[config.mk]
export PLATFORM = sky130hd
export DESIGN_NAME = keypad_scan_read_flat
export DESIGN_NICKNAME = d
export VERILOG_FILES = /design/src/rtl/keypad_scan_read_if.sv /design/src/rtl/keypad_scan_read.sv /design/src/flat_wrapper.sv
export SDC_FILE = /design/constraint.sdc
export NUM_CORES = 1
export LEC_CHECK = 0
export CELL_PAD_IN_SITES_DETAIL_PLACEMENT = 1
export CELL_PAD_IN_SITES_GLOBAL_PLACEMENT = 2
export CORE_UTILIZATION = 35
export CTS_BUF_LIST = sky130_fd_sc_hd__clkbuf_16
export DETAILED_ROUTE_END_ITERATION = 6
export HOLD_SLACK_MARGIN = 0.08
export PLACE_DENSITY = 0.79
export SYNTH_ARGS = -nofsm -noshare
export SYNTH_HDL_FRONTEND = slang
export SYNTH_SLANG_ARGS = --single-unit
[constraint.sdc]
create_clock -name clk -period 2.8 [get_ports clk]
set_clock_uncertainty 0.1 [all_clocks]
set_input_delay 0.42 -clock clk [delete_from_list [all_inputs] [get_ports clk]]
set_output_delay 0.42 -clock clk [all_outputs]
set_load 0.05 [all_outputs]
[src/rtl/keypad_scan_read_if.sv]
// Keypad-side signal bundle: matrix row/column lines plus the decoded key outputs.
// master = scanner/decoder, slave = keypad and downstream digit logic.
interface keypad_scan_read_if;
  logic [3:0] rows;
  logic [3:0] cols;
  logic [3:0] key_code;
  logic       key_valid;
  logic       key_held;

  modport master (
    input  rows,
    output cols,
    output key_code,
    output key_valid,
    output key_held
  );

  modport slave (
    output rows,
    input  cols,
    input  key_code,
    input  key_valid,
    input  key_held
  );
endinterface

[src/rtl/keypad_scan_read.sv]
// 4x4 matrix keypad scanner: walks a low column across the matrix, debounces press
// and release of a single key, and emits one hex code pulse per physical press.
module keypad_scan_read #(
  parameter int unsigned SCAN_DIV        = 32'd2000,
  parameter int unsigned DEBOUNCE_CYCLES = 32'd50000
) (
  input  logic                  clk,
  input  logic                  reset_n,
  keypad_scan_read_if.master    kp
);

  localparam int DIV_W = (SCAN_DIV > 1) ? $clog2(SCAN_DIV) : 1;
  localparam int DEB_W = (DEBOUNCE_CYCLES > 1) ? $clog2(DEBOUNCE_CYCLES) : 1;
  localparam logic [DIV_W-1:0] DIV_LAST = DIV_W'(SCAN_DIV - 1);
  localparam logic [DEB_W-1:0] DEB_LAST = DEB_W'(DEBOUNCE_CYCLES - 1);

  typedef enum logic [1:0] {
    SCAN      = 2'd0,
    DEB_PRESS = 2'd1,
    HELD      = 2'd2,
    DEB_REL   = 2'd3
  } state_t;

  state_t           state;
  logic [3:0]       rows_meta;
  logic [3:0]       rows_sync;
  logic [1:0]       col_idx;
  logic [1:0]       row_idx;
  logic [3:0]       row_pat;
  logic [DIV_W-1:0] div_ctr;
  logic [DEB_W-1:0] deb_ctr;
  logic [3:0]       cols_q;
  logic [3:0]       key_code_q;
  logic             key_valid_q;
  logic             key_held_q;

  // A press is only trusted when a single row is pulled low; ghosting from
  // multiple closed keys shows up as two or more low rows.
  function automatic logic single_low(input logic [3:0] r);
    logic res;
    case (r)
      4'b1110, 4'b1101, 4'b1011, 4'b0111: res = 1'b1;
      default:                            res = 1'b0;
    endcase
    return res;
  endfunction

  function automatic logic [1:0] low_index(input logic [3:0] r);
    logic [1:0] idx;
    case (r)
      4'b1101: idx = 2'd1;
      4'b1011: idx = 2'd2;
      4'b0111: idx = 2'd3;
      default: idx = 2'd0;
    endcase
    return idx;
  endfunction

  function automatic logic [3:0] key_map(input logic [1:0] r, input logic [1:0] c);
    logic [3:0] code;
    case ({r, c})
      4'b00_00: code = 4'h1;
      4'b00_01: code = 4'h2;
      4'b00_10: code = 4'h3;
      4'b00_11: code = 4'hA;
      4'b01_00: code = 4'h4;
      4'b01_01: code = 4'h5;
      4'b01_10: code = 4'h6;
      4'b01_11: code = 4'hB;
      4'b10_00: code = 4'h7;
      4'b10_01: code = 4'h8;
      4'b10_10: code = 4'h9;
      4'b10_11: code = 4'hC;
      4'b11_00: code = 4'hE;
      4'b11_01: code = 4'h0;
      4'b11_10: code = 4'hF;
      default:  code = 4'hD;
    endcase
    return code;
  endfunction

  always_ff @(posedge clk or negedge reset_n) begin
    if (!reset_n) begin
      rows_meta <= 4'b1111;
      rows_sync <= 4'b1111;
    end else begin
      rows_meta <= kp.rows;
      rows_sync <= rows_meta;
    end
  end

  // Column stays frozen from press detection until the release is debounced, so
  // the latched row keeps reading the same key throughout.
  always_ff @(posedge clk or negedge reset_n) begin
    if (!reset_n) begin
      state       <= SCAN;
      col_idx     <= 2'd0;
      cols_q      <= 4'b1110;
      row_idx     <= 2'd0;
      row_pat     <= 4'b1111;
      div_ctr     <= '0;
      deb_ctr     <= '0;
      key_code_q  <= 4'h0;
      key_valid_q <= 1'b0;
      key_held_q  <= 1'b0;
    end else begin
      key_valid_q <= 1'b0;
      case (state)
        SCAN: begin
          if (div_ctr == DIV_LAST) begin
            div_ctr <= '0;
            deb_ctr <= '0;
            if (single_low(rows_sync)) begin
              row_pat <= rows_sync;
              row_idx <= low_index(rows_sync);
              state   <= DEB_PRESS;
            end else begin
              col_idx <= col_idx + 2'd1;
              cols_q  <= {cols_q[2:0], cols_q[3]};
            end
          end else begin
            div_ctr <= div_ctr + DIV_W'(1);
          end
        end

        DEB_PRESS: begin
          if (rows_sync != row_pat) begin
            state   <= SCAN;
            div_ctr <= '0;
            deb_ctr <= '0;
            col_idx <= col_idx + 2'd1;
            cols_q  <= {cols_q[2:0], cols_q[3]};
          end else if (deb_ctr == DEB_LAST) begin
            state       <= HELD;
            deb_ctr     <= '0;
            key_code_q  <= key_map(row_idx, col_idx);
            key_valid_q <= 1'b1;
            key_held_q  <= 1'b1;
          end else begin
            deb_ctr <= deb_ctr + DEB_W'(1);
          end
        end

        // Only the latched row matters here; other keys are deliberately ignored.
        HELD: begin
          if (rows_sync[row_idx]) begin
            state   <= DEB_REL;
            deb_ctr <= '0;
          end
        end

        DEB_REL: begin
          if (!rows_sync[row_idx]) begin
            state   <= HELD;
            deb_ctr <= '0;
          end else if (deb_ctr == DEB_LAST) begin
            state      <= SCAN;
            deb_ctr    <= '0;
            div_ctr    <= '0;
            key_held_q <= 1'b0;
            col_idx    <= col_idx + 2'd1;
            cols_q     <= {cols_q[2:0], cols_q[3]};
          end else begin
            deb_ctr <= deb_ctr + DEB_W'(1);
          end
        end

        default: begin
          state <= SCAN;
        end
      endcase
    end
  end

  assign kp.cols      = cols_q;
  assign kp.key_code  = key_code_q;
  assign kp.key_valid = key_valid_q;
  assign kp.key_held  = key_held_q;

endmodule

[src/flat_wrapper.sv]
// flat-port wrapper written by rule: the top's interface ports become plain ports
module keypad_scan_read_flat 
#(
  parameter int unsigned SCAN_DIV        = 32'd2000,
  parameter int unsigned DEBOUNCE_CYCLES = 32'd50000
)
  (clk, reset_n, kp_rows, kp_cols, kp_key_code, kp_key_valid, kp_key_held);
  keypad_scan_read_if kp_i ();
  input  logic clk;
  input  logic reset_n;
  input wire logic [$bits(kp_i.rows)-1:0] kp_rows;
  output wire logic [$bits(kp_i.cols)-1:0] kp_cols;
  output wire logic [$bits(kp_i.key_code)-1:0] kp_key_code;
  output wire logic [$bits(kp_i.key_valid)-1:0] kp_key_valid;
  output wire logic [$bits(kp_i.key_held)-1:0] kp_key_held;
  assign kp_i.rows = kp_rows;
  assign kp_cols = kp_i.cols;
  assign kp_key_code = kp_i.key_code;
  assign kp_key_valid = kp_i.key_valid;
  assign kp_key_held = kp_i.key_held;
  keypad_scan_read #(.SCAN_DIV(SCAN_DIV), .DEBOUNCE_CYCLES(DEBOUNCE_CYCLES)) u_core (.clk(clk), .reset_n(reset_n), .kp(kp_i));
endmodule
==> After elaboration in Yosys (flattened, before gate mapping) <==
Memory sizes are Yosys's and may differ from the RTL's. A register that Yosys moved wholly into a read port is not among the register bits.
Cells that the tools add are included.
{ "classes": {"eq_ne": 21, "mux": 45, "magnitude_cmp": 1, "add_sub_neg": 3, "bitwise_logic": 1, "reduce_logical": 12} }
{ "ops": {"columns": ["operator", "n"], "rows": [
  ["two-way mux 16 bit", 5],
  ["one-hot mux 16 bit (4 select lines)", 1],
  ["two-way mux 11 bit", 4],
  ["one-hot mux 11 bit (3 select lines)", 1],
  ["two-way mux 2 bit", 12],
  ["two-way mux 4 bit", 5],
  ["adder 16 x 1 -> 16 bit, second input constant", 1],
  ["equality test 16 bit, second input constant", 1],
  ["equality test 4 bit, second input constant", 3],
  ["!= test 2 x 1 -> 1 bit, second input constant", 6],
  ["one-hot mux 2 bit (3 select lines)", 2],
  ["one-hot mux 4 bit (3 select lines)", 1],
  ["adder 11 x 1 -> 11 bit, second input constant", 1],
  ["equality test 11 bit, second input constant", 1],
  ["two-way mux 1 bit", 11],
  ["AND reduction 5 bit", 2],
  ["one-hot mux 2 bit (4 select lines)", 1],
  ["!= test 2 bit, second input constant", 3],
  ["AND reduction 3 bit", 2],
  ["AND reduction 6 bit", 1],
  ["equality test 2 bit, second input constant", 2],
  ["equality test 4 x 3 -> 1 bit, second input constant", 1],
  ["!= test 4 bit", 1],
  ["AND reduction 4 bit", 1],
  ["other kinds (14)", 14]
]} }
{ "word_totals": {"inputBits": 6, "memories": 1, "rom_bits": 64, "out_inout_bits": 10, "elab_cells": 95, "regBits": 51} }
{ "mem_list": {"columns": ["memory", "depth", "word_bits", "read_ports", "rd_ports_with_merged_regs", "wr", "line", "rtl"], "rows": [
  ["(name not given)", 16, 4, 1, 1, 0, "keypad_scan_read.sv:61", "case ({r, c})"]
]} }

==> Depth between registers and ports, before layout <==
Gate-level depths: netlist of the first run.
{ "logic_depth": {"word_depth": 8, "ltp_mapped": 7, "mapped_depth_nobuf": 6} }

==> Worst setup path after synthesis of the first run <==
OpenSTA, ideal clock, no wires.
{ "synth_path": {"path_kind": "reg2reg", "startpoint": "reg u_core.rows_sync[3]", "endpoint": "reg u_core.div_ctr[2]", "setup_time_ns": 0.126, "slack_ns": 0.667, "t_arrival_ns": 1.907, "period_less_slack_ns": 2.133, "n_path_buf": 1, "path_stages_with_launch": 7, "cell_sequence": "dfstp_2 > buf_2 > mux2i_1 > mux2_2 > o41ai_4 > nand2_2 > a221o_1"} }
{ "synth_via": {"elab_chain_len": 4} }
{ "synth_rtl": {"columns": ["item", "line", "rtl"], "rows": [
  ["start, declared", "keypad_scan_read.sv:26", "logic [3:0] rows_sync;"],
  ["start signal, assigned", "keypad_scan_read.sv:88", "rows_sync <= rows_meta;"],
  ["binary-select mux 1 bit (select 2 bit)", "keypad_scan_read.sv:153", "if (!rows_sync[row_idx]) begin"],
  ["two-way mux 1 bit (not written as such)", "keypad_scan_read.sv:153", null],
  ["!= test 2 x 1 -> 1 bit (no line)", null, null],
  ["AND reduction 4 bit (no line) (*)", null, null],
  ["end signal, assigned", "keypad_scan_read.sv:122", "div_ctr <= div_ctr + DIV_W'(1);"],
  ["end, declared", "keypad_scan_read.sv:30", "logic [DIV_W-1:0] div_ctr;"]
]} }
Every way passes the cells marked *; elsewhere a longest branch is shown, timed or not. The select of a mux whose other input is x is not followed.
A chain may end at the register's enable or synchronous reset.

==> Final worst setup path of the first run <==
{ "layout_path": {"startpoint": "reg u_core.row_idx[1]", "endpoint": "reg u_core.deb_ctr[7]"} }
{ "layout_via": {"elab_chain_len": 4} }
{ "layout_rtl": {"columns": ["item", "line", "rtl"], "rows": [
  ["start, declared", "keypad_scan_read.sv:28", "logic [1:0] row_idx;"],
  ["start signal, assigned", "keypad_scan_read.sv:115", "row_idx <= low_index(rows_sync);"],
  ["binary-select mux 1 bit (select 2 bit) (*)", "keypad_scan_read.sv:146, keypad_scan_read.sv:153", null],
  ["two-way mux 1 bit (not written as such) (*)", "keypad_scan_read.sv:146, keypad_scan_read.sv:153", null],
  ["two-way mux 16 bit / != test 2 x 1 -> 1 bit (equally long branches)", null, null],
  ["one-hot mux 16 bit (4 select lines) / AND reduction 2 bit (equally long branches)", null, null],
  ["end signal, assigned", "keypad_scan_read.sv:140", "deb_ctr <= deb_ctr + DEB_W'(1);"],
  ["end signal, assigned", "keypad_scan_read.sv:164", "deb_ctr <= deb_ctr + DEB_W'(1);"],
  ["end, declared", "keypad_scan_read.sv:31", "logic [DEB_W-1:0] deb_ctr;"]
]} }
Marks and branches as above.

==> results of run 1 <==
[logic make-up (layout without fill, tap and decap cells)]
kind of cell | count (synthesis) | in the layout | share of synthesized area (%)
AO/OA/AOI/OAI | 63 | 63 | 16.0
flip-flops | 55 | 55 | 46.9
AND/OR/NAND/NOR | 114 | 114 | 21.5
adder cells (fa/ha/maj) | 7 | 7 | 2.95
XOR/XNOR | 10 | 10 | 2.95
buffers and inverters | 18 | 38 | 3.16
multiplexers | 18 | 18 | 6.48
[critical path, delay by kind of cell, from the launching register on]
| kind | cells | cell delay [ns] |
|---|---|---|
| muxes | 1 | 0.26 |
| AOI/OAI and AO/OA | 4 | 1.56 |
| DFF | 1 | 0.40 |
[how the worst max path moves through the flow]
stage | start | end | depth (start not counted)
floorplan | u_core.rows_sync[3] | u_core.div_ctr[2] | 6
global placement | u_core.div_ctr[0] | u_core.deb_ctr[7] | 6
detailed placement | u_core.row_idx[1] | u_core.deb_ctr[7] | 5
CTS | u_core.row_idx[1] | u_core.deb_ctr[7] | 5
global route | u_core.row_idx[1] | u_core.deb_ctr[7] | 5
finish | u_core.row_idx[1] | u_core.deb_ctr[7] | 5
[metal layers]
layer	share of wire, %	track usage (%)	vias to the layer above
li1	-	-	1093
met1	48	23.0	1157
met2	48	29.3	30
met3	2.6	2.99	6
met4	0.84	4.36	0
met5	0	0	-
[power breakdown]
group | switching (W) | internal [W] | total [W] | leakage (nW)
Sequential | 0.00000714 | 0.000805 | 0.000812 | 0.701
Clock | 0.000288 | 0.000332 | 0.000620 | 0.0752
Combinational | 0.0000261 | 0.0000159 | 0.0000420 | 0.615
Total | 0.000321 | 0.00115 | 0.00147 | 1.39
[cell usage after synthesis (3+ instances only)]
| library cell | number |
|---|---|
| nand2_1 | 40 |
| nor3b_1 | 3 |
| a22oi_1 | 4 |
| xor2_1 | 7 |
| clkbuf_1 | 3 |
| and3_1 | 4 |
| o22a_2 | 5 |
| nand4_1 | 12 |
| nand3_1 | 17 |
| dfrtp_1 | 40 |
| buf_2 | 6 |
| mux2_2 | 10 |
| a31oi_1 | 4 |
| o21ai_0 | 15 |
| a21oi_1 | 6 |
| mux2i_1 | 8 |
| xnor2_1 | 3 |
| dfstp_2 | 15 |
| a22o_1 | 4 |
| o31ai_1 | 4 |
| nor2_1 | 13 |
| nor3_1 | 4 |
| ha_1 | 7 |
| inv_1 | 5 |
[stage by stage]
step / instances / setup WS [ns] / utilization (%) / hold WS (ns) / area (um2)
after floorplan: 285 / 0.667 / - / 0.0244 / 2970
after global placement: 401 / 0.431 / 39.6 / 0.246 / 3250
after detailed placement: 401 / 0.364 / 39.6 / 0.248 / 3250
after CTS: 410 / 0.364 / 41.5 / 0.258 / 3410
after global routing: 410 / 0.209 / 41.5 / 0.260 / 3410
final: 410 / 0.372 / 41.5 / 0.256 / 3410
[area by class of cell]
| class | count | share of cell area [%] |
|---|---|---|
| multi-input combinational | 212 | 43.5 |
| sequential | 55 | 40.9 |
| timing repair buffer | 25 | 6.90 |
| tap | 105 | 3.85 |
| clock buffer | 5 | 3.67 |
| clock inverter | 3 | 0.624 |
| inverter | 5 | 0.550 |
[state kept, by name, indices dropped and copies added (netlist names), 4 cells and up]
name	count
u_core.rows_meta	4
u_core.kp.key_code	4
u_core.div_ctr	11
u_core.kp.cols	4
u_core.row_pat	4
u_core.deb_ctr	16
u_core.rows_sync	4
==> flow_metrics.env, run 1 <==
export IMPL_outcome="finished, final reports clean"
export IMPL_root_buffer="clkbuf_16"
export IMPL_grt_usage_pct=17.4
export IMPL_rr_worst_depth=5
export IMPL_cts_resized=0
export IMPL_place_congestion=0.743
export IMPL_ys_async_sr_fraction_pct=100
export IMPL_grt_pass1_vias=2382
export IMPL_nets=317
export IMPL_path_cells="mux2i_1 -> o22ai_1 -> a211oi_2 -> o2bb2a_1 -> o31ai_1"
export IMPL_worstHoldPathType="reg -> reg"
export IMPL_startpoint_type="flop"
export IMPL_cts_buffer_depth=2
export IMPL_final_max_slew_viol_count=0
export IMPL_postCtsSetupRepairBufs=0
export IMPL_post_route_period_util_pct=86.7
export IMPL_cts_htree_levels=2
export IMPL_min_period_ns=2.43
export IMPL_drt_first_pass_iters=4
export IMPL_setup_violations=0
export IMPL_p_leak_nw=1.39
export IMPL_synth_nets=298
export IMPL_drtIter0Drc=72
export IMPL_hp_start="u_core.rows_meta[1]"
export IMPL_crit_required_ns=2.90
export IMPL_r2r_end="u_core.deb_ctr[7]"
export IMPL_port_buffer_count=15
export IMPL_clock_sinks=55
export IMPL_fmax_mhz=412
export IMPL_die_y_um=94.1
export IMPL_path_max_fanout=17
export IMPL_holdBufCountCts=1
export IMPL_worstSetupPathType="reg -> reg"
export IMPL_dieArea_um2=8860
export IMPL_grt_pass1_wl_mm=12.0
export IMPL_critPathArrivalTime_ns=2.53
export IMPL_grt_ovfl_total=0
export IMPL_holdPathStages=0
export IMPL_synth_cell_type_count=59
export IMPL_viasPerCell=5.58
export IMPL_synth_top_flop_cell="dfrtp_1"
export IMPL_final_cell_mix="nand2_1, dfrtp_1, nand3_1"
export IMPL_hold_viol=0
export IMPL_slew_limit_headroom_pct=22.1
export IMPL_peakVddDrop_mv=0.240
export IMPL_start_util_pct=36.2
export IMPL_maxCapViolations=0
export IMPL_synth_edf_count=0
export IMPL_die_w_um=94.1
export IMPL_ys_seq_area_share_pct=46.9
export IMPL_yosysWarnings=0
export IMPL_p_total_w=0.00147
export IMPL_hold_end="u_core.rows_sync[1]"
export IMPL_syn_area_per_cell_um2=10.4
export IMPL_clk_pin_slew_worst_paths_ns=0.07
export IMPL_synthTopCellsByArea="dfrtp_1, dfstp_2, nand2_1"
export IMPL_ys_seq_elements=55
export IMPL_rrSetupSlack_ns=0.37
export IMPL_r2r_start="u_core.row_idx[1]"
export IMPL_cts_tree="built"
export IMPL_slowest_stage="a211oi_2"
export IMPL_worst_slew_pin_slew_ns=1.17
export IMPL_rsz0062_at_grt="false"
export IMPL_dp_hpwl_mm=4.99
export IMPL_ios=16
export IMPL_drive_gt1_share_pct=20.0
export IMPL_postSynthCellCount=285
export IMPL_p_per_area_nw_per_um2=432
export IMPL_grt_max_degree=32
export IMPL_multi_input_area_um2=1480
export IMPL_area_growth_pct=14.7
export IMPL_clkLatencyLatePin_ns=0.29
export IMPL_coreArea_um2=8220
export IMPL_cts_made_buffers=5
export IMPL_ant_nets=0
export IMPL_via_count=2286
export IMPL_antenna_found_initial=0
export IMPL_final_seq_area_um2=1400
export IMPL_synth_top_area_share_pct=33.7
export IMPL_syn_area_um2=2970
export IMPL_nFillCells=925
export IMPL_cp_end_kind="flop"
export IMPL_setup_tns_final_ns=0
export IMPL_fp_row_count=33
export IMPL_slowest_delay_ns=0.99
export IMPL_diodes=0
export IMPL_yosys_area_top_type="dfrtp_1"
export IMPL_routed_wl_mm=6.92
export IMPL_drc=0
export IMPL_wl_per_cell_um=16.9
Note: power is estimated with default switching activity, not from simulation.
==> run 2, diff against run 1 <==
--- a/config.mk
+++ b/config.mk
@@ -5,13 +5,13 @@
 export SDC_FILE = /design/constraint.sdc
 export NUM_CORES = 1
 export LEC_CHECK = 0
+export ABC_AREA = 1
 export CELL_PAD_IN_SITES_DETAIL_PLACEMENT = 1
 export CELL_PAD_IN_SITES_GLOBAL_PLACEMENT = 2
 export CORE_UTILIZATION = 35
-export CTS_BUF_LIST = sky130_fd_sc_hd__clkbuf_16
 export DETAILED_ROUTE_END_ITERATION = 6
 export HOLD_SLACK_MARGIN = 0.08
-export PLACE_DENSITY = 0.79
+export PLACE_DENSITY = 0.86
 export SYNTH_ARGS = -nofsm -noshare
 export SYNTH_HDL_FRONTEND = slang
 export SYNTH_SLANG_ARGS = --single-unit
==> flow_metrics.env, run 2 <==
export IMPL_worstSetupPathType="reg -> out"
export IMPL_clock_sinks=55
export IMPL_largest_register="u_core.deb_ctr"
export IMPL_power_net_switching_w=0.000332
export IMPL_worst_slew_pin_slew_ns=0.511
export IMPL_final_util_pct=40.8
export IMPL_p_total_w=0.00139
export IMPL_synth_edf_count=0
export IMPL_synth_nets=441
export IMPL_p_per_area_nw_per_um2=390
export IMPL_setup_violations=0
export IMPL_ios=16
export IMPL_dieArea_um2=9480
export IMPL_grt_max_degree=56
export IMPL_cp_top_family="buffers and inverters"
export IMPL_die_w_um=97.4
export IMPL_final_max_slew_viol_count=0
export IMPL_ant_nets=0
export IMPL_port_buffer_count=15
export IMPL_die_y_um=97.4
export IMPL_wl_per_cell_um=14.1
export IMPL_grt_ovfl_total=0
export IMPL_syn_area_um2=3180
export IMPL_crit_path_end="kp_cols[3]"
export IMPL_pwr_share_clk_pct=38.3
export IMPL_drt_first_pass_iters=4
export IMPL_holdBufCountCts=1
export IMPL_final_cell_mix="nand2_1, nand3_1, nor2_1"
export IMPL_critPathArrivalTime_ns=1.70
export IMPL_nets=460
export IMPL_crit_buf_inv=1
export IMPL_hp_start="u_core.rows_meta[2]"
export IMPL_hold_viol=0
export IMPL_nFillCells=1119
export IMPL_drc=0
export IMPL_synth_top_flop_cell="dfrtp_1"
export IMPL_worstHoldPathType="reg -> reg"
export IMPL_grt_usage_pct=18.2
export IMPL_power_frac_comb_pct=3.6
export IMPL_post_route_period_util_pct=79.1
export IMPL_r2r_end="u_core.deb_ctr[6]"
export IMPL_final_common_cell="nand2_1"
export IMPL_fmax_mhz=451
export IMPL_dp_hpwl_mm=5.89
export IMPL_setup_worst_path_start="u_core.kp.cols[3]"
export IMPL_crit_required_ns=2.28
export IMPL_synth_common_cells="nand2_1, nand3_1, nor2_1"
export IMPL_peakVddDrop_mv=0.205
export IMPL_outcome="finished, final reports clean"
export IMPL_path_cells="clkdlybuf4s50_1"
export IMPL_reg_largest_list="u_core.deb_ctr x16, u_core.div_ctr x11"
export IMPL_clkLatencyLatePin_ns=0.32
export IMPL_path_max_fanout=3
export IMPL_synthTopCellsByArea="dfrtp_1, nand2_1, dfstp_2"
export IMPL_cp_end_kind="primary output"
export IMPL_cts_htree_levels=2
export IMPL_p_seq_share_pct=58.1
export IMPL_cts_buffer_depth=2
export IMPL_yosysMostFrequentCell="nand2_1"
export IMPL_worst_path_stages=1
export IMPL_fp_row_count=34
export IMPL_place_congestion=0.773
export IMPL_antenna_found_initial=0
export IMPL_syn_area_per_cell_um2=7.44
export IMPL_cts_resized=0
export IMPL_yosys_area_top_type="dfrtp_1"
export IMPL_largest_register_ff_count=16
export IMPL_maxCapViolations=0
export IMPL_routed_wl_mm=7.83
export IMPL_area_growth_pct=12.3
export IMPL_cts_tree="built"
export IMPL_slowest_stage="clkdlybuf4s50_1"
export IMPL_p_leak_nw=1.70
export IMPL_grt_pass1_wl_mm=14.2
export IMPL_slew_limit_headroom_pct=65.8
export IMPL_yosysWarnings=0
export IMPL_postCtsSetupRepairBufs=0
export IMPL_rsz0062_at_grt="false"
export IMPL_diodes=0
export IMPL_coreArea_um2=8760
export IMPL_startpoint_type="flop"
export IMPL_root_buffer="clkbuf_8"
export IMPL_rr_worst_depth=10
export IMPL_ys_seq_area_share_pct=43.8
export IMPL_setup_tns_final_ns=0
export IMPL_clk_pin_slew_worst_paths_ns=0.11
export IMPL_ys_async_sr_fraction_pct=100
export IMPL_ys_seq_elements=55
export IMPL_p_int_w=0.00106
export IMPL_min_period_ns=2.22
export IMPL_synth_top_area_share_pct=31.4
export IMPL_r2r_start="u_core.div_ctr[0]"
export IMPL_start_util_pct=36.3
export IMPL_postSynthCellCount=428
export IMPL_synth_cell_type_count=35
export IMPL_viasPerCell=5.02
export IMPL_slowest_delay_ns=0.81
export IMPL_cts_made_buffers=5
export IMPL_via_count=2792
export IMPL_sw_frac_of_total_pct=23.8
export IMPL_drive_gt1_share_pct=12.1
export IMPL_grt_pass1_vias=2996
export IMPL_drtIter0Drc=91
export IMPL_hold_ws_ns=0.263
export IMPL_rrSetupSlack_ns=0.61
[run 2: how the worst min path moves through the flow]
| stage | cells past startpoint | slack, ns | to |
|---|---|---|---|
| floorplan | 0 | 0.02 | u_core.col_idx[0] |
| global placement | 0 | 0.25 | u_core.rows_sync[2] |
| detailed placement | 0 | 0.25 | u_core.rows_sync[2] |
| CTS | 0 | 0.26 | u_core.rows_sync[2] |
| global route | 0 | 0.27 | u_core.rows_sync[2] |
| finish | 0 | 0.26 | u_core.rows_sync[2] |
[run 2: layout make-up]
type / count / area [um2] / area share [%]
multi-input cells: 320 / 1570 / 43.9
well taps: 108 / 135 / 3.78
repair buffers: 19 / 190 / 5.32
clock inverters: 2 / 20.0 / 0.560
flip-flops and latches: 55 / 1400 / 39.0
clock buffers: 6 / 93.8 / 2.62
inverters: 46 / 173 / 4.83
[run 2: power by group through the flow]
stage / sequential [W] / combinational (W) / clock (W)
floorplan: 0.000823 / 0.0000196 / 0
global placement: 0.000825 / 0.0000511 / 0
detailed placement: 0.000825 / 0.0000514 / 0
CTS: 0.000810 / 0.0000525 / 0.000562
global route: 0.000812 / 0.0000590 / 0.000585
finish: 0.000810 / 0.0000502 / 0.000534
[run 2: kinds of logic (layout without fill, tap and decap cells)]
logic type,Yosys count,in the layout,share of synthesized area (%)
adders and majority gates,7,7,2.75
and+or+nand+nor,269,269,37.3
AOI/OAI and AO/OA,36,36,6.99
buffers and inverters,53,73,6.92
xor gates and xnor gates,8,8,2.20
DFF,55,55,43.8
[run 2: per-layer routing]
layer	GRT usage [%]	part of all wire (%)
met5	0	0
met4	4.75	1.2
met3	2.59	2.1
met2	32.3	51
met1	23.3	46
[run 2: per-stage QoR]
step | cell area [um2] | worst slack (ns) | instances
finish | 3580 | 0.584 | 556
global route | 3580 | 0.348 | 556
CTS | 3580 | 0.562 | 556
detailed placement | 3450 | 0.612 | 547
global placement | 3450 | 0.687 | 547
floorplan | 3180 | 1.04 | 428
==> run 3, diff against run 2 <==
--- a/config.mk
+++ b/config.mk
@@ -8,10 +8,10 @@
 export ABC_AREA = 1
 export CELL_PAD_IN_SITES_DETAIL_PLACEMENT = 1
 export CELL_PAD_IN_SITES_GLOBAL_PLACEMENT = 2
-export CORE_UTILIZATION = 35
+export CORE_UTILIZATION = 32
 export DETAILED_ROUTE_END_ITERATION = 6
 export HOLD_SLACK_MARGIN = 0.08
-export PLACE_DENSITY = 0.86
+export PLACE_DENSITY = 0.83
 export SYNTH_ARGS = -nofsm -noshare
 export SYNTH_HDL_FRONTEND = slang
 export SYNTH_SLANG_ARGS = --single-unit
==> constraint.sdc (replaced) <==
create_clock -name clk -period 2 [get_ports clk]
set_clock_uncertainty 0.1 [all_clocks]
set_input_delay 0.3 -clock clk [delete_from_list [all_inputs] [get_ports clk]]
set_output_delay 0.3 -clock clk [all_outputs]
set_load 0.05 [all_outputs]
==> flow_metrics.env, run 3 (synthesized netlist as in run 2, its figures left out) <==
export IMPL_outcome="finished, final reports clean"
export IMPL_min_period_ns=1.93
export IMPL_area_growth_pct=18.0
export IMPL_ios=16
export IMPL_hold_viol=0
export IMPL_cp_top_family="buffers and inverters"
export IMPL_fmax_mhz=517
export IMPL_hp_start="u_core.rows_meta[2]"
export IMPL_p_leak_nw=1.79
export IMPL_fp_row_count=36
export IMPL_viasPerCell=4.77
export IMPL_die_y_um=102
export IMPL_final_max_slew_viol_count=0
export IMPL_grt_max_degree=29
export IMPL_rsz0062_at_grt="false"
export IMPL_drive_gt1_share_pct=16.1
export IMPL_nets=477
export IMPL_wl_per_cell_um=13.8
export IMPL_grt_pass1_vias=2912
export IMPL_setup_slack_ns=0.0655
export IMPL_largest_register="u_core.deb_ctr"
export IMPL_place_congestion=0.778
export IMPL_crit_buf_inv=1
export IMPL_dp_hpwl_mm=6.19
export IMPL_diodes=0
export IMPL_cts_buffer_depth=2
export IMPL_worst_slew_pin_slew_ns=0.699
export IMPL_rr_worst_depth=9
export IMPL_routed_wl_mm=8.26
export IMPL_r2r_end="u_core.div_ctr[0]"
export IMPL_final_common_cell="nand2_1"
export IMPL_post_route_period_util_pct=96.7
export IMPL_reg_largest_list="u_core.deb_ctr x16, u_core.div_ctr x11"
export IMPL_maxCapViolations=0
export IMPL_coreArea_um2=9730
export IMPL_drc=0
export IMPL_clk_pin_slew_worst_paths_ns=0.11
export IMPL_root_buffer="clkbuf_8"
export IMPL_p_per_area_nw_per_um2=495
export IMPL_startpoint_type="flop"
export IMPL_cp_end_kind="primary output"
export IMPL_via_count=2851
export IMPL_cts_made_buffers=5
export IMPL_grt_usage_pct=17.7
export IMPL_worstSetupPathType="reg -> out"
export IMPL_holdPathStages=0
export IMPL_grt_ovfl_total=0
export IMPL_cts_htree_levels=2
export IMPL_grt_pass1_wl_mm=14.3
export IMPL_start_util_pct=32.7
export IMPL_critPathArrivalTime_ns=1.53
export IMPL_drtIter0Drc=78
export IMPL_clkLatencyLatePin_ns=0.31
export IMPL_rrSetupSlack_ns=0.15
export IMPL_setup_violations=0
export IMPL_port_buffer_count=15
export IMPL_path_cells="clkdlybuf4s50_1"
export IMPL_slowest_delay_ns=0.82
export IMPL_path_max_fanout=3
export IMPL_r2r_start="u_core.deb_ctr[0]"
export IMPL_drt_first_pass_iters=4
export IMPL_peakVddDrop_mv=0.268
export IMPL_hold_end="u_core.rows_sync[2]"
export IMPL_worstHoldPathType="reg -> reg"
export IMPL_dieArea_um2=10400
export IMPL_slowest_stage="clkdlybuf4s50_1"
export IMPL_slew_limit_headroom_pct=53.4
export IMPL_cts_tree="built"
export IMPL_clock_sinks=55
export IMPL_pre_cts_ws_ns=0.115
export IMPL_antenna_found_initial=0
export IMPL_setup_tns_final_ns=0
export IMPL_final_cell_mix="nand2_1, nand3_1, nor2_1"
export IMPL_largest_register_ff_count=16
export IMPL_die_w_um=102
export IMPL_ant_nets=0
export IMPL_crit_required_ns=1.60
[run 3: report_power, final]
group	leakage, nW	switching [W]	internal, W
Combinational	1.05	0.0000518	0.0000241
Clock	0.0461	0.000396	0.000255
Sequential	0.701	0.00000630	0.00113
Total	1.79	0.000454	0.00141
[run 3: what timing repair did]
action / 4_1_cts / 5_1_grt
setup endpoints to repair: 0 / 22
setup buffers: 0 / 4
endpoints found under the hold margin: 12 / 0
hold buffers: 1 / 0
gates resized for setup: 0 / 4
[run 3: through the flow]
| step | cell area [um2] | std cells | total power, W | utilization (%) | hold slack [ns] |
|---|---|---|---|---|---|
| 2_1_floorplan | 3180 | 428 | 0.00118 | - | -0.0956 |
| 3_3_place_gp | 3600 | 585 | 0.00123 | 37.0 | 0.247 |
| 3_5_place_dp | 3600 | 585 | 0.00123 | 37.0 | 0.248 |
| 4_1_cts | 3700 | 594 | 0.00190 | 38.0 | 0.265 |
| 5_1_grt | 3760 | 598 | 0.00196 | 38.6 | 0.265 |
| 6_report | 3760 | 598 | 0.00186 | 38.6 | 0.262 |
[run 3: how the worst max path moves through the flow]
stage	startpoint	to	slack [ns]	depth (start not counted)
finish	u_core.kp.cols[0]	kp_cols[0]	0.07	1
CTS	u_core.kp.cols[0]	kp_cols[0]	0.04	1
detailed placement	u_core.deb_ctr[0]	u_core.kp.cols[0]	0.11	10
global placement	u_core.rows_sync[0]	u_core.col_idx[0]	0.18	9
floorplan	u_core.div_ctr[0]	u_core.row_idx[1]	0.24	9
global route	u_core.kp.cols[0]	kp_cols[0]	0.008	1
[run 3: final cells by class]
| class | count | area, um2 |
|---|---|---|
| Clock buffer | 6 | 72.6 |
| Clock inverter | 2 | 15.0 |
| Fill cell | 1262 | 5970 |
| Inverter | 46 | 173 |
| Multi-Input combinational cell | 320 | 1590 |
| Sequential cell | 55 | 1400 |
| Tap cell | 133 | 166 |
| Timing Repair Buffer | 36 | 348 |
[run 3: per-layer routing]
metal	up-vias	wire, um	GRT usage [%]
met5	-	0	0
met3	6	109	2.28
met1	1389	4160	24.2
met4	0	72	3.68
met2	18	3920	29.9
li1	1438	-	-
